$ cat src/rtl/pc_pkg.sv
// Shared types and constants for the PC sequencing block.
package pc_pkg;

    localparam int unsigned XLEN = 32;
    localparam logic [XLEN-1:0] PC_INC = 32'd4;
    localparam logic [XLEN-1:0] DEF_RESET_VECTOR = 32'h0000_0000;

    typedef enum logic [1:0] {
        ST_BOOT,
        ST_FETCH,
        ST_WAIT_MEM,
        ST_REDIR_PEND
    } seq_state_e;

    // Redirect targets are forced onto a word boundary.
    function automatic logic [XLEN-1:0] align_word(input logic [XLEN-1:0] addr);
        return {addr[XLEN-1:2], 2'b00};
    endfunction

endpackage

$ cat src/rtl/sat_counter.sv
// Up-counter that sticks at all-ones instead of wrapping.
module sat_counter #(
    parameter int unsigned CNT_W = 16
) (
    input  logic             clk,
    input  logic             rst,
    input  logic             inc,
    output logic [CNT_W-1:0] count
);

    always_ff @(posedge clk or posedge rst) begin
        if (rst) begin
            count <= '0;
        end else if (inc && (count != {CNT_W{1'b1}})) begin
            count <= count + CNT_W'(1);
        end
    end

endmodule

$ cat src/rtl/pc_sequencer.sv
// Next-PC selection and pipeline stall/flush control for the fetch stage,
// with sticky misalignment flag and saturating stall/redirect counters.
module pc_sequencer
    import pc_pkg::*;
#(
    parameter int unsigned     CNT_W        = 16,
    parameter logic [XLEN-1:0] RESET_VECTOR = DEF_RESET_VECTOR
) (
    input  logic             clk,
    input  logic             rst,
    input  logic [XLEN-1:0]  cur_pc,
    input  logic             imem_ready,
    input  logic             load_use,
    input  logic             br_taken,
    input  logic [XLEN-1:0]  br_target,
    output logic [XLEN-1:0]  next_pc,
    output logic             pc_stall,
    output logic             ifid_stall,
    output logic             ifid_flush,
    output logic             idex_flush,
    output logic             imem_req,
    output logic             misalign,
    output logic [CNT_W-1:0] stall_cnt,
    output logic [CNT_W-1:0] flush_cnt
);

    seq_state_e      state_q;
    seq_state_e      state_d;
    logic [XLEN-1:0] redir_tgt_q;
    logic [XLEN-1:0] redir_tgt_d;
    logic            misalign_q;
    logic            redir_accept;
    logic [XLEN-1:0] br_tgt_al;

    assign br_tgt_al = align_word(br_target);
    assign misalign  = misalign_q;

    // State, pending redirect target and sticky misalign flag.
    always_ff @(posedge clk or posedge rst) begin
        if (rst) begin
            state_q     <= ST_BOOT;
            redir_tgt_q <= RESET_VECTOR;
            misalign_q  <= 1'b0;
        end else begin
            state_q     <= state_d;
            redir_tgt_q <= redir_tgt_d;
            if (redir_accept && (br_target[1:0] != 2'b00)) begin
                misalign_q <= 1'b1;
            end
        end
    end

    // Next-state and control outputs; priority is redirect > load-use > memory wait.
    always_comb begin
        state_d      = state_q;
        redir_tgt_d  = redir_tgt_q;
        next_pc      = cur_pc;
        pc_stall     = 1'b0;
        ifid_stall   = 1'b0;
        ifid_flush   = 1'b0;
        idex_flush   = 1'b0;
        imem_req     = 1'b1;
        redir_accept = 1'b0;

        if (rst) begin
            next_pc    = RESET_VECTOR;
            pc_stall   = 1'b1;
            ifid_flush = 1'b1;
            idex_flush = 1'b1;
            imem_req   = 1'b0;
            state_d    = ST_BOOT;
        end else begin
            unique case (state_q)
                ST_BOOT: begin
                    next_pc    = RESET_VECTOR;
                    imem_req   = 1'b0;
                    ifid_flush = 1'b1;
                    state_d    = ST_FETCH;
                end

                ST_FETCH, ST_WAIT_MEM: begin
                    if (br_taken) begin
                        redir_accept = 1'b1;
                        ifid_flush   = 1'b1;
                        idex_flush   = 1'b1;
                        if (imem_ready) begin
                            next_pc = br_tgt_al;
                            state_d = ST_FETCH;
                        end else begin
                            pc_stall    = 1'b1;
                            redir_tgt_d = br_tgt_al;
                            state_d     = ST_REDIR_PEND;
                        end
                    end else if (imem_ready) begin
                        if (load_use) begin
                            pc_stall   = 1'b1;
                            ifid_stall = 1'b1;
                            idex_flush = 1'b1;
                        end else begin
                            next_pc = cur_pc + PC_INC;
                        end
                        state_d = ST_FETCH;
                    end else begin
                        // Fetch outstanding; a concurrent load-use still needs its bubble.
                        pc_stall   = 1'b1;
                        ifid_stall = 1'b1;
                        idex_flush = load_use;
                        state_d    = ST_WAIT_MEM;
                    end
                end

                ST_REDIR_PEND: begin
                    ifid_flush = 1'b1;
                    if (br_taken) begin
                        redir_accept = 1'b1;
                        idex_flush   = 1'b1;
                        if (imem_ready) begin
                            next_pc = br_tgt_al;
                            state_d = ST_FETCH;
                        end else begin
                            pc_stall    = 1'b1;
                            redir_tgt_d = br_tgt_al;
                        end
                    end else if (imem_ready) begin
                        next_pc = redir_tgt_q;
                        state_d = ST_FETCH;
                    end else begin
                        pc_stall = 1'b1;
                    end
                end

                default: begin
                    state_d = ST_BOOT;
                end
            endcase
        end
    end

    sat_counter #(.CNT_W(CNT_W)) u_stall_cnt (
        .clk   (clk),
        .rst   (rst),
        .inc   (pc_stall),
        .count (stall_cnt)
    );

    sat_counter #(.CNT_W(CNT_W)) u_flush_cnt (
        .clk   (clk),
        .rst   (rst),
        .inc   (redir_accept),
        .count (flush_cnt)
    );

endmodule

$ cat config.mk
export PLATFORM = sky130hd
export DESIGN_NAME = pc_sequencer
export DESIGN_NICKNAME = d
export VERILOG_FILES = /design/src/rtl/pc_pkg.sv /design/src/rtl/sat_counter.sv /design/src/rtl/pc_sequencer.sv
export SDC_FILE = /design/constraint.sdc
export NUM_CORES = 1
export LEC_CHECK = 0
export BUFFER_PORTS_ARGS = -buffer_cell sky130_fd_sc_hd__clkbuf_2
export CORE_MARGIN = 2
export CORE_UTILIZATION = 58
export DETAILED_ROUTE_END_ITERATION = 6
export MAX_ROUTING_LAYER = met4
export PLACE_DENSITY = 0.88
export SETUP_SLACK_MARGIN = 0.02
export SYNTH_ARGS = -nofsm -noshare
export SYNTH_HDL_FRONTEND = slang
export SYNTH_SLANG_ARGS = --single-unit
$ cat constraint.sdc
create_clock -name clk -period 6.4 [get_ports clk]
set_clock_uncertainty 0.05 [all_clocks]
set_input_delay 1.28 -clock clk [delete_from_list [all_inputs] [get_ports clk]]
set_output_delay 1.28 -clock clk [all_outputs]
set_load 0.005 [all_outputs]
==> results of run 1 <==
## through the flow
step                      utilization (%)  cell area (um^2)  hold WS (ns)
after floorplan                         -              4949        0.4178
after global placement              68.42              5650        0.4096
after detailed placement            68.42              5650        0.4123
after CTS                           70.53              5824        0.4329
after global routing                70.53              5824        0.4673
final                               70.53              5824        0.4304
## per-layer routing
layer  global-route usage (%)  up-vias
li1                         -     2364
met1                    37.78     2388
met2                    50.17      266
met3                    6.749       39
met4                    11.50        0
met5                        -        -
## cell usage in the layout (no fill, tap or decap), drive strengths merged, types with 6 or more instances in the layout
master  instances
nand2          71
dfrtp          65
nor3           26
mux2           48
a21oi          49
xor2           23
nand3          30
buf             6
xnor2          16
clkbuf        149
and4            6
nand4          11
nor2           33
mux2i          31
o21a            8
nor4            8
a221oi         11
o21ai          36
inv            14
nand2b          7
## flip-flops by register name, summed over array words and instances, names as in the netlist
register	flops
u_flush_cnt.count	16
u_stall_cnt.count	16
state_q	2
redir_tgt_q	30
misalign	1
## layout make-up
type | instances | area [um^2]
clock buffer | 12 | 145.1
tap | 105 | 131.4
inverter | 15 | 56.30
clock inverter | 4 | 28.78
sequential | 65 | 1627
timing repair buffer | 143 | 728.2
multi-input combinational | 468 | 3108
fill | 675 | 2434
## Yosys cell counts (6+ instances only)
cell | number | area share [%]
inv_1 | 14 | 1.1
nand2_1 | 71 | 5.4
nor2_1 | 33 | 2.5
nor3_1 | 26 | 2.6
nand3_1 | 30 | 3.0
a221oi_1 | 11 | 1.9
nand2b_1 | 7 | 0.88
o21a_1 | 8 | 1.2
dfrtp_1 | 65 | 33
a21oi_1 | 49 | 5.0
clkbuf_1 | 23 | 1.7
o21ai_0 | 36 | 3.6
xor2_1 | 23 | 4.1
buf_1 | 11 | 0.83
mux2_2 | 48 | 11
mux2i_1 | 31 | 6.3
and4_1 | 6 | 1.1
nand4_1 | 10 | 1.3
xnor2_1 | 16 | 2.8
nor4_1 | 8 | 1.0
## power by group through the flow
stage	logic [mW]	clock network [mW]	registers (mW)
2_1_floorplan	0.244	0	0.569
3_3_place_gp	0.362	0	0.575
3_5_place_dp	0.379	0	0.580
4_1_cts	0.380	0.330	0.574
5_1_grt	0.418	0.345	0.589
6_report	0.381	0.322	0.576
## critical path, delay by kind of cell
| kind | cells | cell delay, ns |
|---|---|---|
| compound gates | 1 | 0.25 |
| xor+xnor | 1 | 0.16 |
| buf+inv | 2 | 0.56 |
| simple gates | 3 | 1.57 |
## how the worst min path moves through the flow
stage                           endpoint  cells after the start
detailed placement              misalign                      1
CTS                             misalign                      1
global route        u_stall_cnt.count[5]                      1
floorplan                       misalign                      1
global placement                misalign                      1
finish                          misalign                      1
## cell families after synthesis
group	share of synthesized area, %
AOI/OAI and AO/OA	16.36
xor gates and xnor gates	6.903
adders and majority gates	1.264
buffers and inverters	4.374
DFF	32.87
muxes	17.19
and+or+nand+nor	21.04
==> results.md, run 1 <==
* Syn Inst Count at 588
* Crit-path max cell delay at 0.71 ns
* Clock Power Share at 25.2%
* Overall routing resource usage at 30.81%
* Crit path DAT at 3.84 ns
* CP Max Fanout at 24
* Met1 wire length at 5504 um
* Synth Register Bits at 65
* Met2 wire length at 6586 um
* Worst EP required at 5.07 ns
* Drt via density at 6.228
* Setup TNS at 0 ns
* Sequential share of power at 45.0%
* First-pass GRT wire length at 21850 um
* Logic pwr share at 29.7%
* Post-route insts no fill at 812
* Net switching power at 0.4437 mW
* RSZ-0062 raised after global routing: false
* Max-Cap Viols at 0
* TritonCTS clock tree: done
* Sw frac at 34.69%
* Vias at 5057
* H-tree depth at 3
* CP startpoint kind: input port
* CP max-delay cell: or4_1
* Max-slew violations at 0
* RePlAce Congestion at 0.8782
* Measured slew at the worst slew-check pin at 1.021 ns
* Setup WS post-layout at 1.230 ns
* WL met3 at 1280 um
* CTS clock-pin slew for the worst setup and hold paths at 0.07 ns
* Initial core utilization at 59.92%
* GR Overflow Total at 0
* Power Internal at 0.8354 mW
* Worst r2r path cells at 7
* Seq/Total Area, Yosys at 32.87%
* Initial antenna violation count at 0
* DR iter-0 viols at 373
* CTS max path bufs at 2
* Reg-to-reg startpoint: state_q[0]
* Num CTS Buffers at 9
* # port buffers at 138
* Maximum vdd drop at 0.1780 mV
* CP Capture Point: next_pc[28]
* Endpoints failing setup at 0
* DRT Pass-1 Iters at 5
* Hpwl dp at 9664 um
* Leakage at 2.670 nW
* Hold Crit Start: misalign
* Status: completed
* Tot Pwr at 1.279 mW
* Skew-Pair Late Insertion Delay at 0.35 ns
* Min-delay worst type: flip-flop to flip-flop
* Die height at 96.37 um
* Site Rows at 33
* R2r endpoint: u_stall_cnt.count[15]
* Fin crit share at 80.78%
* Vias in the first global route at 4684
* Die ar. at 9287 um^2
* CTS resizes at 0
* Syn_nets at 662
* Root Buffer Master: clkbuf_8
* Layout Nets at 776
* Worst slew margin at 31.04%
* F_max at 0.1934 GHz
* Post-placement cell count at 796
* Wire per inst at 16.93 um
* Asr flop ratio synth at 100.0%
* Post-Syn Area per Cell at 8.416 um^2
* Pin count of the biggest net entering global routing at 56
* Unique masters post-synth at 52
* CTS Sinks at 65
* Classification of the worst setup path: input port to output pin
* Max layer used: met4
* Final Hold Fails at 0
* Placeable Area at 8258 um^2
* Top_reg_cell synth: dfrtp_1
* Area Growth Syn to Fin at 17.70%
* Routed WL at 13750 um
* Worst Setup SP: imem_ready
* Post-route antenna net violation count at 0
* Antenna Cells at 0
* Worst path cell trace: buf_2 -> nand4b_1 -> or4_1 -> or4_4 -> xor2_1 -> a211oi_2 -> clkbuf_2
* Layout cells sized above 1 at 29.99%
* Post-CTS Setup Repair Bufs at 0
* CP Capture Type: output pin
* Post-synth EDFFs at 0
* Chip width at 96.37 um
* Mapped Area at 4948 um^2
* Final Critical Period at 5.170 ns
* Reg2Reg Setup Slack at 2.93 ns
* Hold buffers post-CTS at 0
* Place WS at 1.275 ns
* Io pins at 139
* Ys Warns at 0
* DRC viols at 0
* Power per cell area at 219.6 nW/um^2
(Power assumes the default switching activity.)
==> run 2: changes to the inputs <==
--- a/config.mk
+++ b/config.mk
@@ -7,10 +7,10 @@
 export LEC_CHECK = 0
 export BUFFER_PORTS_ARGS = -buffer_cell sky130_fd_sc_hd__clkbuf_2
 export CORE_MARGIN = 2
-export CORE_UTILIZATION = 58
+export CORE_UTILIZATION = 48
 export DETAILED_ROUTE_END_ITERATION = 6
 export MAX_ROUTING_LAYER = met4
-export PLACE_DENSITY = 0.88
+export PLACE_DENSITY = 0.77
 export SETUP_SLACK_MARGIN = 0.02
 export SYNTH_ARGS = -nofsm -noshare
 export SYNTH_HDL_FRONTEND = slang
==> constraint.sdc (replaced) <==
create_clock -name clk -period 4.7 [get_ports clk]
set_clock_uncertainty 0.05 [all_clocks]
set_input_delay 0.94 -clock clk [delete_from_list [all_inputs] [get_ports clk]]
set_output_delay 0.94 -clock clk [all_outputs]
set_load 0.005 [all_outputs]
==> run 2 against run 1 <==
Against the previous run: sequential share of layout area down 0.71 points; worst setup slack got worse by 0.63 ns; global-route usage fell by 4.3 points; via count is 0.83% lower; critical path type unchanged; flip-flop and latch count stayed put.
==> results.md, run 2 (synthesis gave the netlist of run 1 again) <==
* Layout cells sized above 1 at 31.05% (was 29.99%)
* Site Rows at 37 (was 33)
* Hpwl dp at 10250 um (was 9664 um)
* Root Buffer Master: clkbuf_8 (unchanged)
* GR Overflow Total at 0 (unchanged)
* Status: completed (unchanged)
* Routed WL at 14310 um (was 13750 um)
* Reg-to-reg startpoint: state_q[0] (unchanged)
* Classification of the worst setup path: input port to output pin (unchanged)
* CTS Sinks at 65 (unchanged)
* Most common cell after layout, fill and taps aside: clkbuf_2 (unchanged)
* Sequential share of power at 41.8% (was 45.0%)
* Sw frac at 33.42% (was 34.69%)
* Worst EP required at 3.71 ns (was 5.07 ns)
* Wire per inst at 16.82 um (was 16.93 um)
* Layout Nets at 784 (was 776)
* Net switching power at 0.6273 mW (was 0.4437 mW)
* CP Capture Type: output pin (unchanged)
* Commonest non-fill, non-tap cells in the layout: 137 x clkbuf_2, 71 x nand2_1, 65 x dfrtp_1, 49 x a21oi_1, 48 x mux2_2 (unchanged)
* Clock Power Share at 30.1% (was 25.2%)
* Max-slew violations at 0 (unchanged)
* Hold buffers post-CTS at 0 (unchanged)
* Post-route antenna net violation count at 0 (unchanged)
* Power per cell area at 314.0 nW/um^2 (was 219.6 nW/um^2)
* Max-Cap Viols at 0 (unchanged)
* Placeable Area at 10180 um^2 (was 8258 um^2)
* Num CTS Buffers at 9 (unchanged)
* Worst slew margin at 22.16% (was 31.04%)
* RSZ-0062 raised after global routing: false (unchanged)
* Top reg by flops: redir_tgt_q (unchanged)
* Min-delay worst type: flip-flop to flip-flop (unchanged)
* Die ar. at 11140 um^2 (was 9287 um^2)
* Post-CTS Setup Repair Bufs at 0 (unchanged)
* DR iter-0 viols at 384 (was 373)
* Worst Setup SP: cur_pc[3] (was imem_ready)
* Die height at 105.5 um (was 96.37 um)
* Post-placement cell count at 835 (was 796)
* Io pins at 139 (unchanged)
* Crit path DAT at 3.11 ns (was 3.84 ns)
* Endpoints failing setup at 0 (unchanged)
* Overall routing resource usage at 26.50% (was 30.81%)
* CP Max Fanout at 6 (was 24)
* Setup TNS at 0 ns (unchanged)
* Fin crit share at 87.33%
* Power Internal at 1.250 mW (was 0.8354 mW)
* Initial core utilization at 48.59% (was 59.92%)
* Fill cells at 922 (was 675)
* Maximum vdd drop at 0.2309 mV (was 0.1780 mV)
* Worst hold slack at 0.4293 ns (was 0.4304 ns)
* F_max at 0.2436 GHz
* Hold Crit Start: misalign (unchanged)
* Post-route insts no fill at 851 (was 812)
* # port buffers at 138 (unchanged)
* Pin count of the biggest net entering global routing at 58 (was 56)
* Vias in the first global route at 4801 (was 4684)
* RePlAce Congestion at 0.9249 (was 0.8782)
* Largest regs: redir_tgt_q x30, u_flush_cnt.count x16, u_stall_cnt.count x16 (unchanged)
* First-pass GRT wire length at 23250 um (was 21850 um)
* DRC viols at 0 (unchanged)
* CP startpoint kind: input port (unchanged)
* Initial antenna violation count at 0 (unchanged)
* Final Hold Fails at 0 (unchanged)
* Leakage at 2.739 nW (was 2.670 nW)
* Area Growth Syn to Fin at 20.78% (was 17.70%)
* H-tree depth at 3 (unchanged)
* Drt via density at 5.893 (was 6.228)
* DRT Pass-1 Iters at 7 (was 5)
* Measured slew at the worst slew-check pin at 1.153 ns (was 1.021 ns)
* CTS max path bufs at 2 (unchanged)
* Skew-Pair Late Insertion Delay at 0.36 ns (was 0.35 ns)
* CTS clock-pin slew for the worst setup and hold paths at 0.08 ns (was 0.07 ns)
* TritonCTS clock tree: done (unchanged)
* Antenna Cells at 0 (unchanged)
* Logic pwr share at 28.1% (was 29.7%)
* Flip-flop count of the largest register after layout at 30 (unchanged)
* Chip width at 105.5 um (was 96.37 um)
* Final Critical Period at 4.104 ns
* Vias at 5015 (was 5057)
* CTS resizes at 0 (unchanged)
## run 2: cell types whose count changed in the layout (fill, tap and decap cells not counted)
cell	change
clkinvlp_4	-1
buf_4	+8
clkbuf_1	-2
inv_6	+1
bufinv_16	+2
## run 2: stage by stage
| step | util, % | worst slack [ns] | area (um^2) | power, mW |
|---|---|---|---|---|
| detailed placement | 56.45 | 0.5990 | 5749 | 1.318 |
| finish | 58.69 | 0.5957 | 5977 | 1.877 |
| global route | 58.69 | 0.4663 | 5977 | 1.982 |
| CTS | 58.69 | 0.5915 | 5977 | 1.879 |
| floorplan | - | 0.7564 | 4949 | 1.107 |
| global placement | 56.45 | 0.6239 | 5749 | 1.291 |
## run 2: routing by layer
| layer | part of all wire [%] | routed length (um) | global-route usage [%] |
|---|---|---|---|
| met1 | 42 | 6036 | 33.63 |
| met2 | 48 | 6851 | 42.72 |
| met3 | 7.9 | 1135 | 5.566 |
| met4 | 2.0 | 290 | 8.177 |
| met5 | 0 | 0 | - |
## run 2: worst max-delay path, stage by stage
cell	delay [ns]
clkbuf_2	0.16
ha_1	0.21
nand4b_1	0.16
or4_1	0.49
or4_4	0.56
xor2_1	0.17
a211oi_2	0.26
clkbuf_2	0.15
## run 2: layout make-up
class	instances	area [um^2]	share of cell area [%]
Multi-Input combinational cell	468	3108	52.00
Sequential cell	65	1627	27.21
Timing Repair Buffer	151	788.3	13.19
Tap cell	136	170.2	2.847
Clock buffer	10	137.6	2.303
Clock inverter	6	90.09	1.507
Inverter	15	56.30	0.9420
## run 2: power groups by stage
stage | Combinational (mW) | Clock, mW | Sequential (mW)
6_report | 0.527 | 0.566 | 0.785
3_3_place_gp | 0.508 | 0 | 0.783
2_1_floorplan | 0.332 | 0 | 0.775
5_1_grt | 0.585 | 0.594 | 0.803
3_5_place_dp | 0.526 | 0 | 0.792
4_1_cts | 0.528 | 0.569 | 0.782
## run 2: worst paths after layout
path                       depth (start not counted)               endpoint  slack [ns]
hold reg to reg                                    1               misalign        0.43
min in group asynchronous                          2               misalign        0.56
setup / recovery                                   8            next_pc[28]        0.60
max in group asynchronous                          3        redir_tgt_q[14]        3.31
setup reg to reg                                   7  u_stall_cnt.count[15]        1.63
hold / removal                                     1               misalign        0.43
==> run 3: changes to the inputs <==
--- a/config.mk
+++ b/config.mk
@@ -5,12 +5,15 @@
 export SDC_FILE = /design/constraint.sdc
 export NUM_CORES = 1
 export LEC_CHECK = 0
+export ABC_AREA = 1
 export BUFFER_PORTS_ARGS = -buffer_cell sky130_fd_sc_hd__clkbuf_2
 export CORE_MARGIN = 2
-export CORE_UTILIZATION = 48
+export CORE_UTILIZATION = 49
+export CTS_CLUSTER_DIAMETER = 150
 export DETAILED_ROUTE_END_ITERATION = 6
 export MAX_ROUTING_LAYER = met4
-export PLACE_DENSITY = 0.77
+export PLACE_DENSITY = 0.78
+export REMOVE_ABC_BUFFERS = 1
 export SETUP_SLACK_MARGIN = 0.02
 export SYNTH_ARGS = -nofsm -noshare
 export SYNTH_HDL_FRONTEND = slang
==> run 3 against run 2 <==
Against the previous run: cell area grew 4.2%; critical path depth increased by 2; hold slack lost 0.013 ns; non-clock buffer count decreased by 4; global-route usage down 0.082 points; final cell count grew 24%; die area up 3.5%; area after synthesis rose by 5.8%.
==> results.md, run 3 <==
* Logic pwr share at 29.8% (was 28.1%)
* Setup TNS at 0 ns (unchanged)
* Routed WL at 14290 um (was 14310 um)
* CP Max Fanout at 20 (was 6)
* Classification of the worst setup path: input port to output pin (unchanged)
* Most common cell after layout, fill and taps aside: nand2_1 (was clkbuf_2)
* Pin count of the biggest net entering global routing at 63 (was 58)
* GR Overflow Total at 0 (unchanged)
* RSZ-0062 raised after global routing: false (unchanged)
* Final Hold Fails at 0 (unchanged)
* # port buffers at 138 (unchanged)
* Design Area, Final at 6227 um^2 (was 5977 um^2)
* Setup WS post-layout at 1.123 ns (was 0.5957 ns)
* Vias at 5563 (was 5015)
* Commonest non-fill, non-tap cells in the layout: 217 x nand2_1, 138 x clkbuf_2, 83 x inv_1, 79 x nand3_1, 73 x o21ai_0 (was 137 x clkbuf_2, 71 x nand2_1, 65 x dfrtp_1, 49 x a21oi_1, 48 x mux2_2)
* Reg2Reg Setup Slack at 2.23 ns (was 1.63 ns)
* Ys Warns at 0 (unchanged)
* Measured slew at the worst slew-check pin at 0.7240 ns (was 1.153 ns)
* Io pins at 139 (unchanged)
* Unique masters post-synth at 39 (was 52)
* CP Capture Type: output pin (unchanged)
* Syn Inst Count at 788 (was 588)
* M3 GR Usage at 6.053% (was 5.566%)
* Initial antenna violation count at 0 (unchanged)
* Synth Register Bits at 65 (unchanged)
* Max-Cap Viols at 0 (unchanged)
* Hold buffers post-CTS at 0 (unchanged)
* Post-Syn Area per Cell at 6.645 um^2 (was 8.416 um^2)
* Status: completed (unchanged)
* Skew-Pair Late Insertion Delay at 0.34 ns (was 0.36 ns)
* Met2 usage in global routing at 44.44% (was 42.72%)
* Synth top area share at 31.06% (was 32.87%)
* DRT Pass-1 Iters at 6 (was 7)
* Fill cells at 1053 (was 922)
* Top_reg_cell synth: dfrtp_1 (unchanged)
* H-tree depth at 3 (unchanged)
* Min-delay worst type: flip-flop to flip-flop (unchanged)
* Worst EP required at 3.71 ns (about the same)
* CTS max path bufs at 2 (unchanged)
* CTS resizes at 0 (unchanged)
* Final Critical Period at 3.577 ns (was 4.104 ns)
* Area Growth Syn to Fin at 18.92% (was 20.78%)
* Layout Nets at 985 (was 784)
* Post-synth top area cell: dfrtp_1 (unchanged)
* First-pass GRT wire length at 24070 um (was 23250 um)
* Power per cell area at 293.6 nW/um^2 (was 314.0 nW/um^2)
* Sequential share of power at 42.7% (was 41.8%)
* Die height at 107.4 um (was 105.5 um)
* Post-route antenna net violation count at 0 (unchanged)
* Overall routing resource usage at 26.42% (was 26.50%)
* Num CTS Buffers at 9 (unchanged)
* DR iter-0 viols at 373 (was 384)
* Mapped Area at 5236 um^2 (was 4948 um^2)
* Top reg by flops: redir_tgt_q (unchanged)
* DRC viols at 0 (unchanged)
* Die ar. at 11530 um^2 (was 11140 um^2)
* Maximum vdd drop at 0.3026 mV (was 0.2309 mV)
* Placeable Area at 10370 um^2 (was 10180 um^2)
* Max-slew violations at 0 (unchanged)
* GR peak layer: met2 (unchanged)
* Largest regs: redir_tgt_q x30, u_flush_cnt.count x16, u_stall_cnt.count x16 (unchanged)
* Endpoints failing setup at 0 (unchanged)
* Sw frac at 36.00% (was 33.42%)
* Antenna Cells at 0 (unchanged)
* Utilization after layout at 60.05% (was 58.69%)
* Met1 usage at 32.13% (was 33.63%)
* Root Buffer Master: clkbuf_8 (unchanged)
* CTS clock-pin slew for the worst setup and hold paths at 0.07 ns (was 0.08 ns)
* Wire per inst at 13.58 um (was 16.82 um)
* Most numerous cell in the Yosys netlist: nand2_1 (unchanged)
* Area post-placement at 6025 um^2 (was 5749 um^2)
* Power Internal at 1.170 mW (was 1.250 mW)
* Drt via density at 5.288 (was 5.893)
* Hpwl dp at 10610 um (was 10250 um)
* Tot Pwr at 1.828 mW (was 1.877 mW)
* Post-CTS Setup Repair Bufs at 0 (unchanged)
* Post-synth EDFFs at 0 (unchanged)
* Asr flop ratio synth at 100.0% (unchanged)
* Vias in the first global route at 5190 (was 4801)
* RePlAce Congestion at 0.9406 (was 0.9249)
* Seq/Total Area, Yosys at 31.06% (was 32.87%)
* Initial core utilization at 50.49% (was 48.59%)
* Chip width at 107.4 um (was 105.5 um)
* Place WS at 1.097 ns (was 0.5990 ns)
* Fin crit share at 76.11% (was 87.33%)
* Leakage at 3.144 nW (was 2.739 nW)
* Site Rows at 37 (unchanged)
* F_max at 0.2796 GHz (was 0.2436 GHz)
* Net switching power at 0.6582 mW (was 0.6273 mW)
* TritonCTS clock tree: done (unchanged)
* Synth area leaders: dfrtp_1 31%, nand2_1 16%, nand3_1 7.6% (was dfrtp_1 33%, mux2_2 11%, mux2i_1 6.3%)
* Worst slew margin at 51.73% (was 22.16%)
* Flip-flop count of the largest register after layout at 30 (unchanged)
* Layout cells sized above 1 at 23.14% (was 31.05%)
* Commonest cells in the netlist: 217 x nand2_1, 84 x inv_1, 79 x nand3_1, 73 x o21ai_0, 65 x dfrtp_1 (was 71 x nand2_1, 65 x dfrtp_1, 49 x a21oi_1, 48 x mux2_2, 36 x o21ai_0)
* CTS Sinks at 65 (unchanged)
* CP startpoint kind: input port (unchanged)
* Crit path DAT at 2.59 ns (was 3.11 ns)
* Clock Power Share at 27.5% (was 30.1%)
[run 3: final timing paths]
check / start / endpoint / depth (start not counted)
setup / recovery: imem_ready / next_pc[19] / 10
hold / removal: misalign / misalign / 2
min in group asynchronous: rst / redir_tgt_q[6] / 2
hold reg to reg: misalign / misalign / 2
max in group asynchronous: rst / u_flush_cnt.count[13] / 3
setup reg to reg: state_q[1] / u_flush_cnt.count[15] / 12
[run 3: stage by stage]
stage,hold WS [ns],instances
finish,0.4164,1052
detailed placement,0.4025,1036
CTS,0.4226,1052
global placement,0.4064,1036
floorplan,0.4029,753
global route,0.4428,1052
[run 3: layer usage]
metal	vias to the layer above	wire length, um
met5	-	0
met2	194	6868
met1	2531	6076
met3	16	1159
li1	2822	-
met4	0	182
[run 3: worst max-delay path, stage by stage]
cell and delay [ns]:
clkbuf_2 0.39, nand2_4 0.19, nor2_8 0.19, nand3_4 0.13, nor2_2 0.15, nand2_1 0.07, nand3_1 0.08, nand3_1 0.07
a21oi_1 0.22, clkbuf_2 0.15
[run 3: area by class of cell]
cell class	instances	area, um^2	share of cell area (%)
clock buffers	10	137.6	2.210
well taps	136	170.2	2.733
inverters	86	335.3	5.385
multi-input cells	602	3122	50.13
flip-flops and latches	65	1627	26.12
repair buffers	147	770.7	12.38
clock inverters	6	65.06	1.045
[run 3: kinds of logic (layout without fill, tap and decap cells)]
family	Yosys count	in the layout	synth area share (%)
AOI/OAI and AO/OA	137	137	14.24
buffers and inverters	121	249	9.319
adders and majority gates	5	5	1.195
and+or+nand+nor	420	420	36.92
muxes	12	12	2.581
DFF	65	65	31.06
xor gates and xnor gates	28	28	4.683
[run 3: power by group through the flow]
stage | sequential, mW | combinational [mW] | clock [mW]
final | 0.781 | 0.544 | 0.503
after global routing | 0.799 | 0.627 | 0.536
after CTS | 0.780 | 0.549 | 0.515
after detailed placement | 0.790 | 0.546 | 0
after global placement | 0.787 | 0.535 | 0
after floorplan | 0.775 | 0.338 | 0
